==> src/rtl/pc_trace_pkg.sv <==
`default_nettype none
// ============================================================================
//  Module      : pc_trace_pkg
//  Description : Shared types and defaults for the PC trace FIFO: FSM state
//                encoding, default geometry and the stored entry layout.
//  Revision    : 1.0  initial release
// ============================================================================
package pc_trace_pkg;

  localparam int DEPTH_DEF = 8;
  localparam int PC_W_DEF  = 16;

  typedef enum logic [1:0] {
    CAPTURE  = 2'd0,
    FLUSH    = 2'd1,
    FINISHED = 2'd2
  } state_t;

  // Entry layout at default width. The memory stores the same packing
  // ({last, pc}) at the configured PC_W, so bit PC_W is always the last flag.
  typedef struct packed {
    logic                last;
    logic [PC_W_DEF-1:0] pc;
  } entry_t;

endpackage : pc_trace_pkg
`default_nettype wire

==> src/rtl/pc_trace_mem.sv <==
`default_nettype none
// ============================================================================
//  Module      : pc_trace_mem
//  Description : DEPTH x (PC_W+1) register-array FIFO storage with wrapping
//                read/write pointers and an occupancy counter. Each entry is
//                packed as {last, pc}. Head entry is read straight out of the
//                register array, so read data is purely register-decoded.
//  Ports       : clk, rst          - clock, synchronous active-high reset
//                push, wr_last,    - write one entry at the tail
//                wr_pc
//                pop               - retire the head entry
//                merge_last        - set the last flag on the newest entry
//                rd_last, rd_pc    - head entry contents
//                full, empty       - occupancy flags
//                count             - occupancy 0..DEPTH
//  Revision    : 1.0  initial release
// ============================================================================
module pc_trace_mem #(
  parameter int DEPTH = 8,
  parameter int PC_W  = 16
) (
  input  logic                     clk,
  input  logic                     rst,
  input  logic                     push,
  input  logic                     wr_last,
  input  logic [PC_W-1:0]          wr_pc,
  input  logic                     pop,
  input  logic                     merge_last,
  output logic                     rd_last,
  output logic [PC_W-1:0]          rd_pc,
  output logic                     full,
  output logic                     empty,
  output logic [$clog2(DEPTH):0]   count
);

  localparam int AW = $clog2(DEPTH);
  localparam logic [AW:0] C_FULL = (AW+1)'(DEPTH);

  logic [PC_W:0]   mem [DEPTH];
  logic [AW-1:0]   wr_ptr;
  logic [AW-1:0]   rd_ptr;
  logic [AW:0]     cnt;
  logic [AW-1:0]   newest;

  // Slot written most recently; wraps to DEPTH-1 when wr_ptr is 0.
  assign newest = wr_ptr - AW'(1);

  always_ff @(posedge clk) begin
    if (rst) begin
      wr_ptr <= '0;
      rd_ptr <= '0;
      cnt    <= '0;
      for (int i = 0; i < DEPTH; i++) begin
        mem[i] <= '0;
      end
    end else begin
      if (push) begin
        mem[wr_ptr] <= {wr_last, wr_pc};
        wr_ptr      <= wr_ptr + AW'(1);
      end
      // Only requested when full with no pop, so it never collides with a push.
      if (merge_last) begin
        mem[newest][PC_W] <= 1'b1;
      end
      if (pop) begin
        rd_ptr <= rd_ptr + AW'(1);
      end
      case ({push, pop})
        2'b10:   cnt <= cnt + (AW+1)'(1);
        2'b01:   cnt <= cnt - (AW+1)'(1);
        default: cnt <= cnt;
      endcase
    end
  end

  assign rd_last = mem[rd_ptr][PC_W];
  assign rd_pc   = mem[rd_ptr][PC_W-1:0];
  assign full    = (cnt == C_FULL);
  assign empty   = (cnt == '0);
  assign count   = cnt;

endmodule : pc_trace_mem
`default_nettype wire

==> src/rtl/pc_trace_fifo.sv <==
`default_nettype none
// ============================================================================
//  Module      : pc_trace_fifo
//  Description : Captures one PC sample per clock from the PC counter stage
//                into a FIFO and drains it over a valid/ready handshake. The
//                final (stop) PC is tagged with out_last; samples that arrive
//                while the FIFO is full are dropped and flagged by a sticky
//                overflow bit. If the final sample itself is dropped, the last
//                flag is merged onto the newest stored entry so the stream is
//                always terminated.
//  Ports       : clk, rst              - clock, synchronous active-high reset
//                pc_in, done_in        - PC stream from the counter stage
//                out_pc, out_valid,    - head entry and handshake to consumer
//                out_last, out_ready
//                count                 - occupancy 0..DEPTH
//                overflow              - sticky: a sample was dropped
//                idle                  - final sample has been consumed
//  Revision    : 1.0  initial release
// ============================================================================
module pc_trace_fifo
  import pc_trace_pkg::*;
#(
  parameter int DEPTH = DEPTH_DEF,
  parameter int PC_W  = PC_W_DEF
) (
  input  logic                     clk,
  input  logic                     rst,
  input  logic [PC_W-1:0]          pc_in,
  input  logic                     done_in,
  output logic [PC_W-1:0]          out_pc,
  output logic                     out_valid,
  input  logic                     out_ready,
  output logic                     out_last,
  output logic [$clog2(DEPTH):0]   count,
  output logic                     overflow,
  output logic                     idle
);

  state_t              state;
  state_t              state_nxt;
  logic                overflow_r;

  logic                capture;
  logic                head_valid;
  logic                pop;
  logic                push;
  logic                drop;
  logic                merge_last;
  logic                full;
  logic                empty;
  logic                rd_last;
  logic [PC_W-1:0]     rd_pc;
  logic [$clog2(DEPTH):0] mem_count;

  // --------------------------------------------------------------------------
  // Push / pop qualification
  // --------------------------------------------------------------------------
  assign capture    = (state == CAPTURE);
  // Queued entries are never presented once the block is finished.
  assign head_valid = !empty && (state != FINISHED);
  assign pop        = head_valid && out_ready;
  // A full FIFO still accepts a sample when the head leaves in the same cycle.
  assign push       = capture && (!full || pop);
  assign drop       = capture && full && !pop;
  // Dropping the final sample must still terminate the stream.
  assign merge_last = drop && done_in;

  pc_trace_mem #(
    .DEPTH (DEPTH),
    .PC_W  (PC_W)
  ) u_mem (
    .clk        (clk),
    .rst        (rst),
    .push       (push),
    .wr_last    (done_in),
    .wr_pc      (pc_in),
    .pop        (pop),
    .merge_last (merge_last),
    .rd_last    (rd_last),
    .rd_pc      (rd_pc),
    .full       (full),
    .empty      (empty),
    .count      (mem_count)
  );

  // --------------------------------------------------------------------------
  // FSM
  // --------------------------------------------------------------------------
  always_ff @(posedge clk) begin
    if (rst) begin
      state      <= CAPTURE;
      overflow_r <= 1'b0;
    end else begin
      state <= state_nxt;
      if (drop) begin
        overflow_r <= 1'b1;
      end
    end
  end

  always_comb begin
    state_nxt = state;
    case (state)
      // The final sample leaves CAPTURE whether it was stored or merged.
      CAPTURE:  if (done_in)                state_nxt = FLUSH;
      FLUSH:    if (pop && rd_last)         state_nxt = FINISHED;
      FINISHED: state_nxt = FINISHED;
      default:  state_nxt = CAPTURE;
    endcase
  end

  // --------------------------------------------------------------------------
  // Outputs (register-decoded only; out_ready never reaches them)
  // --------------------------------------------------------------------------
  always_comb begin
    out_valid = 1'b0;
    out_pc    = '0;
    out_last  = 1'b0;
    if (head_valid) begin
      out_valid = 1'b1;
      out_pc    = rd_pc;
      out_last  = rd_last;
    end
  end

  assign count    = mem_count;
  assign overflow = overflow_r;
  assign idle     = (state == FINISHED);

endmodule : pc_trace_fifo
`default_nettype wire

==> config.mk <==
export PLATFORM = sky130hd
export DESIGN_NAME = pc_trace_fifo
export DESIGN_NICKNAME = d
export VERILOG_FILES = /design/src/rtl/pc_trace_pkg.sv /design/src/rtl/pc_trace_mem.sv /design/src/rtl/pc_trace_fifo.sv
export SDC_FILE = /design/constraint.sdc
export NUM_CORES = 1
export LEC_CHECK = 0
export CAP_MARGIN = 20
export CORE_MARGIN = 3
export CORE_UTILIZATION = 55
export DETAILED_ROUTE_END_ITERATION = 6
export GPL_TIMING_DRIVEN = 0
export PLACE_DENSITY = 0.77
export SYNTH_ARGS = -nofsm -noshare
export SYNTH_HDL_FRONTEND = slang
export SYNTH_SLANG_ARGS = --single-unit
==> constraint.sdc <==
create_clock -name clk -period 6.2 [get_ports clk]
set_input_delay 0.62 -clock clk [delete_from_list [all_inputs] [get_ports clk]]
set_output_delay 0.62 -clock clk [all_outputs]
set_load 0.005 [all_outputs]
==> summary.md, run 1 <==
| Metric | Value |
|---|---|
| Main synth FF type | `edfxtp_1` |
| Cells resized by post-CTS repair | `0` |
| Vias | `4971` |
| Crit path time final | `3.79 ns` |
| Core Region | `12800 µm²` |
| Area of the die | `~15000 µm²` |
| Hold_buf cts | `0` |
| Cell variety after synth | `49` |
| Detailed Place HPWL | `11.6 mm` |
| Avg Inst Size Synth | `roughly 13 µm²` |
| Layout cells sized above 1 | `16.1%` |
| Slew Limit Fails | `0` |
| Antenna violations before repair | `0` |
| Clock skew | `about 0.0058 ns` |
| Post-Syn Area | `7260 µm²` |
| Fillcell total | `between 800 and 900` |
| Worst-path clk slew | `0.06 ns` |
| Final Hold Viols | `0` |
| Wirelength per Cell | `23.1 µm` |
| Crit end category | `output port` |
| First-pass GRT wire length | `28.0 mm` |
| Final net count | `649` |
| FP Rows | `41` |
| Antenna Cells | `0` |
| Peak supply drop | `0.242 mV` |
| Mapped Cells | `556` |
| Async S/R FF share, synth | `0%` |
| Setup TNS | `0 ns` |
| Cts bufs inserted | `17` |
| Vias per inst | `between 6 and 7` |
| Hold_ws | `0.475 ns` |
| Max cap viols | `0` |
| Final period utilization | `around 61%` |
| Total Wirelength | `18.6 mm` |
| Setup bufs post-CTS | `0` |
| Worst rel slew slack | `28.8%` |
| Leading post-synthesis cells by cell area | `edfxtp_1, mux4_2, nor2_1` |
| Initial Util | `a little under three fifths` |
| Commonest non-fill, non-tap cell in the layout | `nor2_1` |
| R2r setup slk | `2.57 ns` |
| Root buffer cell | `clkbuf_16` |
| Clock sink count | `between 150 and 200` |
| RSZ-0062 raised after global routing | `no` |
| F_max | `264 MHz` |
| Die width | `approximately 120 µm` |
| Data required, critical path | `5.58 ns` |
| Worst Path Max Fanout | `10` |
| Top Ports | `44` |
| Total number of H-tree levels | `4` |
| Placer congestion estimate | `0.875` |
| Post-synth top area share | `56.2%` |
| Drt pass-1 iters | `5` |
| P&R area growth vs syn | `17.1%` |
| Number of synthesized flops with an enable pin | `136` |
| Vias in the first global route | `between 4000 and 5000` |
| HP Class | `flop to flop` |
| Bufs on Longest Clock Path | `2` |
| CP arrival | `approximately 3.2 ns` |
| Setup Crit Path Kind | `flop to output port` |
| Die H | `between 100 and 150 µm` |
| Port Buf Inserts | `42` |
| Total grt overflow | `0` |
| Number of synthesized register bits | `152` |
| Syn Nets | `586` |
| Setup crit start kind | `flop` |
| Final Setup Violations | `0` |
| Commonest cells after routing, fill and taps aside | `nor2_1, edfxtp_1, clkdlybuf4s50_1` |
| Ys Warns | `0` |
| Antenna-violating nets left | `0` |
| Clk_lat worst skew | `0.43 ns` |
| Outcome | `complete, no violations` |
| GRT Overall Usage | `26.4%` |
| CTS tree | `yes` |
| Post-synth top area cell | `edfxtp_1` |
| Seq/Total Area, Yosys | `around 60%` |
| Largest net degree at the start of global routing | `17` |
| Worst-Margin Slew | `1.05 ns` |
| PwrDens | `439 nW/µm²` |
| # DRC | `0` |
| DR iter-0 viols | `620` |
| P_leak | `2.89 nW` |
[stage by stage]
stage | total power, mW | instances | utilization (%) | setup slack, ns | instance area, µm²
after floorplan | 2.20 | 556 | - | 3.53 | 7260
after global placement | 2.62 | 770 | 61.8 | 2.55 | 7900
after detailed placement | 2.68 | 770 | 61.8 | 2.42 | 7900
after CTS | 3.71 | 802 | 66.4 | 2.41 | 8490
after global routing | 3.88 | 804 | 66.6 | 2.31 | 8500
final | 3.73 | 804 | 66.6 | 2.41 | 8500
[logic make-up after synthesis]
group                    after synthesis  share of synthesized area, %
AND/OR/NAND/NOR                      239                          15.5
flip-flops                           152                          60.6
multiplexers                          57                          13.7
buffers and inverters                 46                          3.08
AO/OA/AOI/OAI                         44                          4.32
adder cells (fa/ha/maj)               10                          1.72
XOR/XNOR                               8                         0.965
[power by group]
group / total (mW) / internal, mW / leakage [nW] / switching (mW)
logic: 1.35 / 0.548 / 1.06 / 0.805
registers: 1.34 / 1.28 / 1.54 / 0.0606
clock network: 1.04 / 0.602 / 0.289 / 0.440
[worst max-delay path: stages (launching register included)]
cell             delay [ns]
dfxtp_1                0.40
or4_1                  0.63
nand2b_1               0.11
clkbuf_1               0.41
clkbuf_1               0.54
nor2_1                 0.13
clkdlybuf4s50_1        0.51
[worst paths after layout]
check	from	end	depth (start not counted)
max	u_mem.count[0]$_SDFFE_PP0P_	out_pc[6]	6
min	overflow$_SDFFE_PP0N_	overflow$_SDFFE_PP0N_	2
max reg2reg	state[0]$_SDFFE_PP0P_	u_mem.mem[2][13]$_SDFFCE_PN0P_	8
min reg2reg	overflow$_SDFFE_PP0N_	overflow$_SDFFE_PP0N_	2
[flip-flops by register name, summed over array words and instances (netlist names), named ones only]
name,count
u_mem.count,4
u_mem.rd_ptr,3
u_mem.mem,136
overflow,1
state,2
u_mem.wr_ptr,3
[metal layers]
| metal | track usage [%] | share of wire (%) |
|---|---|---|
| met4 | 7.58 | 1.5 |
| met2 | 44.0 | 51 |
| met3 | 6.57 | 10 |
| met1 | 34.8 | 37 |
| met5 | 0 | 0 |
[synthesized netlist by cell type (all sizes together) (4+ instances only)]
| library cell | number |
|---|---|
| a21o | 5 |
| a21oi | 13 |
| a22oi | 4 |
| buf | 18 |
| clkbuf | 18 |
| dfxtp | 16 |
| edfxtp | 136 |
| ha | 10 |
| inv | 9 |
| mux2i | 22 |
| mux4 | 34 |
| nand2 | 24 |
| nand2b | 4 |
| nand3 | 10 |
| nor2 | 155 |
| nor2b | 5 |
| nor3 | 23 |
| o21ai | 12 |
| xor2 | 5 |
[final cells by class]
class                   instances  area [µm²]  share of cell area (%)
clock inverters                15         163                    1.91
plain buffers                  36         186                    2.19
clock buffers                  17         425                    5.00
flip-flops and latches        152        4400                    51.8
multi-input cells             358        2640                    31.0
inverters                      10        37.5                   0.442
well taps                     172         215                    2.53
repair buffers                 44         435                    5.12
Note: power is estimated with default switching activity, not from simulation.
==> run 2: changes to the inputs <==
==> constraint.sdc (replaced) <==
create_clock -name clk -period 3.5 [get_ports clk]
set_input_delay 0.35 -clock clk [delete_from_list [all_inputs] [get_ports clk]]
set_output_delay 0.35 -clock clk [all_outputs]
set_load 0.005 [all_outputs]
==> summary.md, run 2 (same netlist as run 1, synthesis figures left out) <==
| Metric | Value |
|---|---|
| Outcome | `complete, no violations (unchanged)` |
| Global-route track usage on met3 | `6.57% (unchanged)` |
| Post-route setup slack | `0.188 ns (was 2.41 ns)` |
| Antenna-violating nets left | `0 (unchanged)` |
| FP Rows | `41 (unchanged)` |
| HP Class | `flop to flop (unchanged)` |
| Core Region | `12800 µm² (unchanged)` |
| Final Hold Viols | `0 (unchanged)` |
| DR iter-0 viols | `631 (was 620)` |
| CP arrival | `2.96 ns (was 3.17 ns)` |
| Area of placed instances | `7900 µm² (unchanged)` |
| Setup Crit Path Kind | `flop to output port (unchanged)` |
| PnR Total Power | `6.62 mW (was 3.73 mW)` |
| Critical Path, Cell by Cell | `or4_1 > nand2b_1 > clkbuf_1 > clkbuf_2 > nor2_1 > clkdlybuf4s50_1 (was or4_1 > nand2b_1 > clkbuf_1 > clkbuf_1 > nor2_1 > clkdlybuf4s50_1)` |
| Setup crit start kind | `flop (unchanged)` |
| Placer congestion estimate | `0.875 (unchanged)` |
| Detailed Place HPWL | `11.6 mm (unchanged)` |
| Sequential share of power | `35.7% (was 35.8%)` |
| CP max-delay cell | `or4_1 (unchanged)` |
| Vias in the first global route | `4874 (unchanged)` |
| # DRC | `0 (unchanged)` |
| P_sw | `2.32 mW (was 1.31 mW)` |
| CP peak stage delay | `0.63 ns (about the same)` |
| Commonest cells after routing, fill and taps aside | `nor2_1, edfxtp_1, clkdlybuf4s50_1 (unchanged)` |
| First-pass GRT wire length | `28.0 mm (unchanged)` |
| Slew Limit Fails | `0 (unchanged)` |
| Clk pwr share | `27.8% (was 27.9%)` |
| Worst Path Max Fanout | `10 (unchanged)` |
| GRT Overall Usage | `26.4% (unchanged)` |
| Clock sink count | `152 (unchanged)` |
| Total number of H-tree levels | `4 (unchanged)` |
| Initial Util | `56.9% (unchanged)` |
| Worst rel slew slack | `32.3% (was 28.8%)` |
| Most flop-heavy register | `u_mem.mem (unchanged)` |
| Die width | `121 µm (unchanged)` |
| Cells resized by post-CTS repair | `1 (was 0)` |
| Top Ports | `44 (unchanged)` |
| Vias per inst | `6.23 (was 6.18)` |
| Total Wirelength | `18.6 mm (about the same)` |
| Die H | `121 µm (unchanged)` |
| Setup bufs post-CTS | `0 (unchanged)` |
| Final net count | `649 (unchanged)` |
| Peak supply drop | `0.428 mV (was 0.242 mV)` |
| RSZ-0062 raised after global routing | `no (unchanged)` |
| Final Setup Violations | `0 (unchanged)` |
| Met2 usage | `44.0% (unchanged)` |
| F_max | `302 MHz` |
| Max reg flops | `136 (unchanged)` |
| Max cap viols | `0 (unchanged)` |
| Crit path time final | `roughly 3.3 ns` |
| PwrDens | `777 nW/µm² (was 439 nW/µm²)` |
| Power Internal | `4.31 mW (was 2.43 mW)` |
| Commonest non-fill, non-tap cell in the layout | `nor2_1 (unchanged)` |
| Cts bufs inserted | `17 (unchanged)` |
| Total grt overflow | `0 (unchanged)` |
| P&R area growth vs syn | `17.4% (was 17.1%)` |
| Met1 Use GR | `34.8% (unchanged)` |
| Worst-Margin Slew | `1.00 ns (was 1.05 ns)` |
| Delay-heaviest family, CP | `buffers and inverters (unchanged)` |
| CTS tree | `yes (unchanged)` |
| Hold_buf cts | `0 (unchanged)` |
| Data required, critical path | `3.15 ns (was 5.58 ns)` |
| Final Cell Area | `8530 µm² (was 8500 µm²)` |
| Pre-CTS setup slack | `-0.00674 ns (was 2.42 ns)` |
| GR peak layer | `met2 (unchanged)` |
| Clock skew | `0.00849 ns (was 0.00583 ns)` |
| Sw frac | `35.0% (about the same)` |
| Final period utilization | `94.6%` |
| Antenna violations before repair | `0 (unchanged)` |
| Largest net degree at the start of global routing | `17 (unchanged)` |
| Vias | `5012 (was 4971)` |
| Crit end category | `output port (unchanged)` |
| Clk_lat worst skew | `0.43 ns (about the same)` |
| Bufs on Longest Clock Path | `2 (unchanged)` |
| Worst-path clk slew | `0.06 ns (about the same)` |
| Port Buf Inserts | `42 (unchanged)` |
| Layout cells sized above 1 | `16.6% (was 16.1%)` |
| P_leak | `2.90 nW (was 2.89 nW)` |
| Combinational share of power | `36.4% (was 36.3%)` |
| Area of the die | `14600 µm² (unchanged)` |
| Drt pass-1 iters | `5 (unchanged)` |
| Crit path buf inv count | `3 (unchanged)` |
| Antenna Cells | `0 (unchanged)` |
| Wirelength per Cell | `23.1 µm (about the same)` |
| Root buffer cell | `clkbuf_16 (unchanged)` |
run 2: cell types whose count changed in the layout (fill, tap and decap cells not counted):
cell,change
clkbuf_2,+1
mux2i_1,-2
clkbuf_1,-1
mux2i_4,+2
run 2: per-stage QoR:
step                      cells  hold slack, ns   TNS, ns  util (%)
after CTS                   802           0.472         0      66.5
final                       804           0.477         0      66.8
after global placement      770           0.450         0      61.8
after detailed placement    770           0.458  -0.00674      61.8
after floorplan             556           0.461         0         -
after global routing        804           0.502         0      66.8
run 2: per-layer routing:
layer,share of wire (%),vias up
li1,-,2175
met1,38,2503
met2,51,301
met3,9.7,33
met4,1.9,0
met5,0,-
run 2: layout make-up:
| type | count | area [µm²] |
|---|---|---|
| Sequential cell | 152 | 4400 |
| Buffer | 36 | 188 |
| Tap cell | 172 | 215 |
| Fill cell | 886 | 4250 |
| Clock inverter | 15 | 163 |
| Timing Repair Buffer | 44 | 435 |
| Inverter | 10 | 37.5 |
| Multi-Input combinational cell | 358 | 2660 |
| Clock buffer | 17 | 425 |
run 2: power by group through the flow:
stage               logic [mW]  registers, mW  clock network, mW
global placement          2.27           2.38                  0
global route              2.59           2.39               1.92
finish                    2.41           2.37               1.84
CTS                       2.36           2.37               1.84
detailed placement        2.34           2.40                  0
floorplan                 1.54           2.37                  0
run 2: final timing paths:
path / from / end / slack, ns / cells after the start
worst max-delay path: u_mem.count[0]$_SDFFE_PP0P_ / out_pc[6] / 0.19 / 6
worst min-delay path: overflow$_SDFFE_PP0N_ / overflow$_SDFFE_PP0N_ / 0.48 / 2
worst max register to register: state[0]$_SDFFE_PP0P_ / u_mem.mem[2][13]$_SDFFCE_PN0P_ / 0.23 / 8
worst min register to register: overflow$_SDFFE_PP0N_ / overflow$_SDFFE_PP0N_ / 0.48 / 2
run 2: tightest hold or removal path, stage by stage (launching register included):
cell and delay, ns:
dfxtp_1 0.32, a31oi_1 0.04, nor2_1 0.08
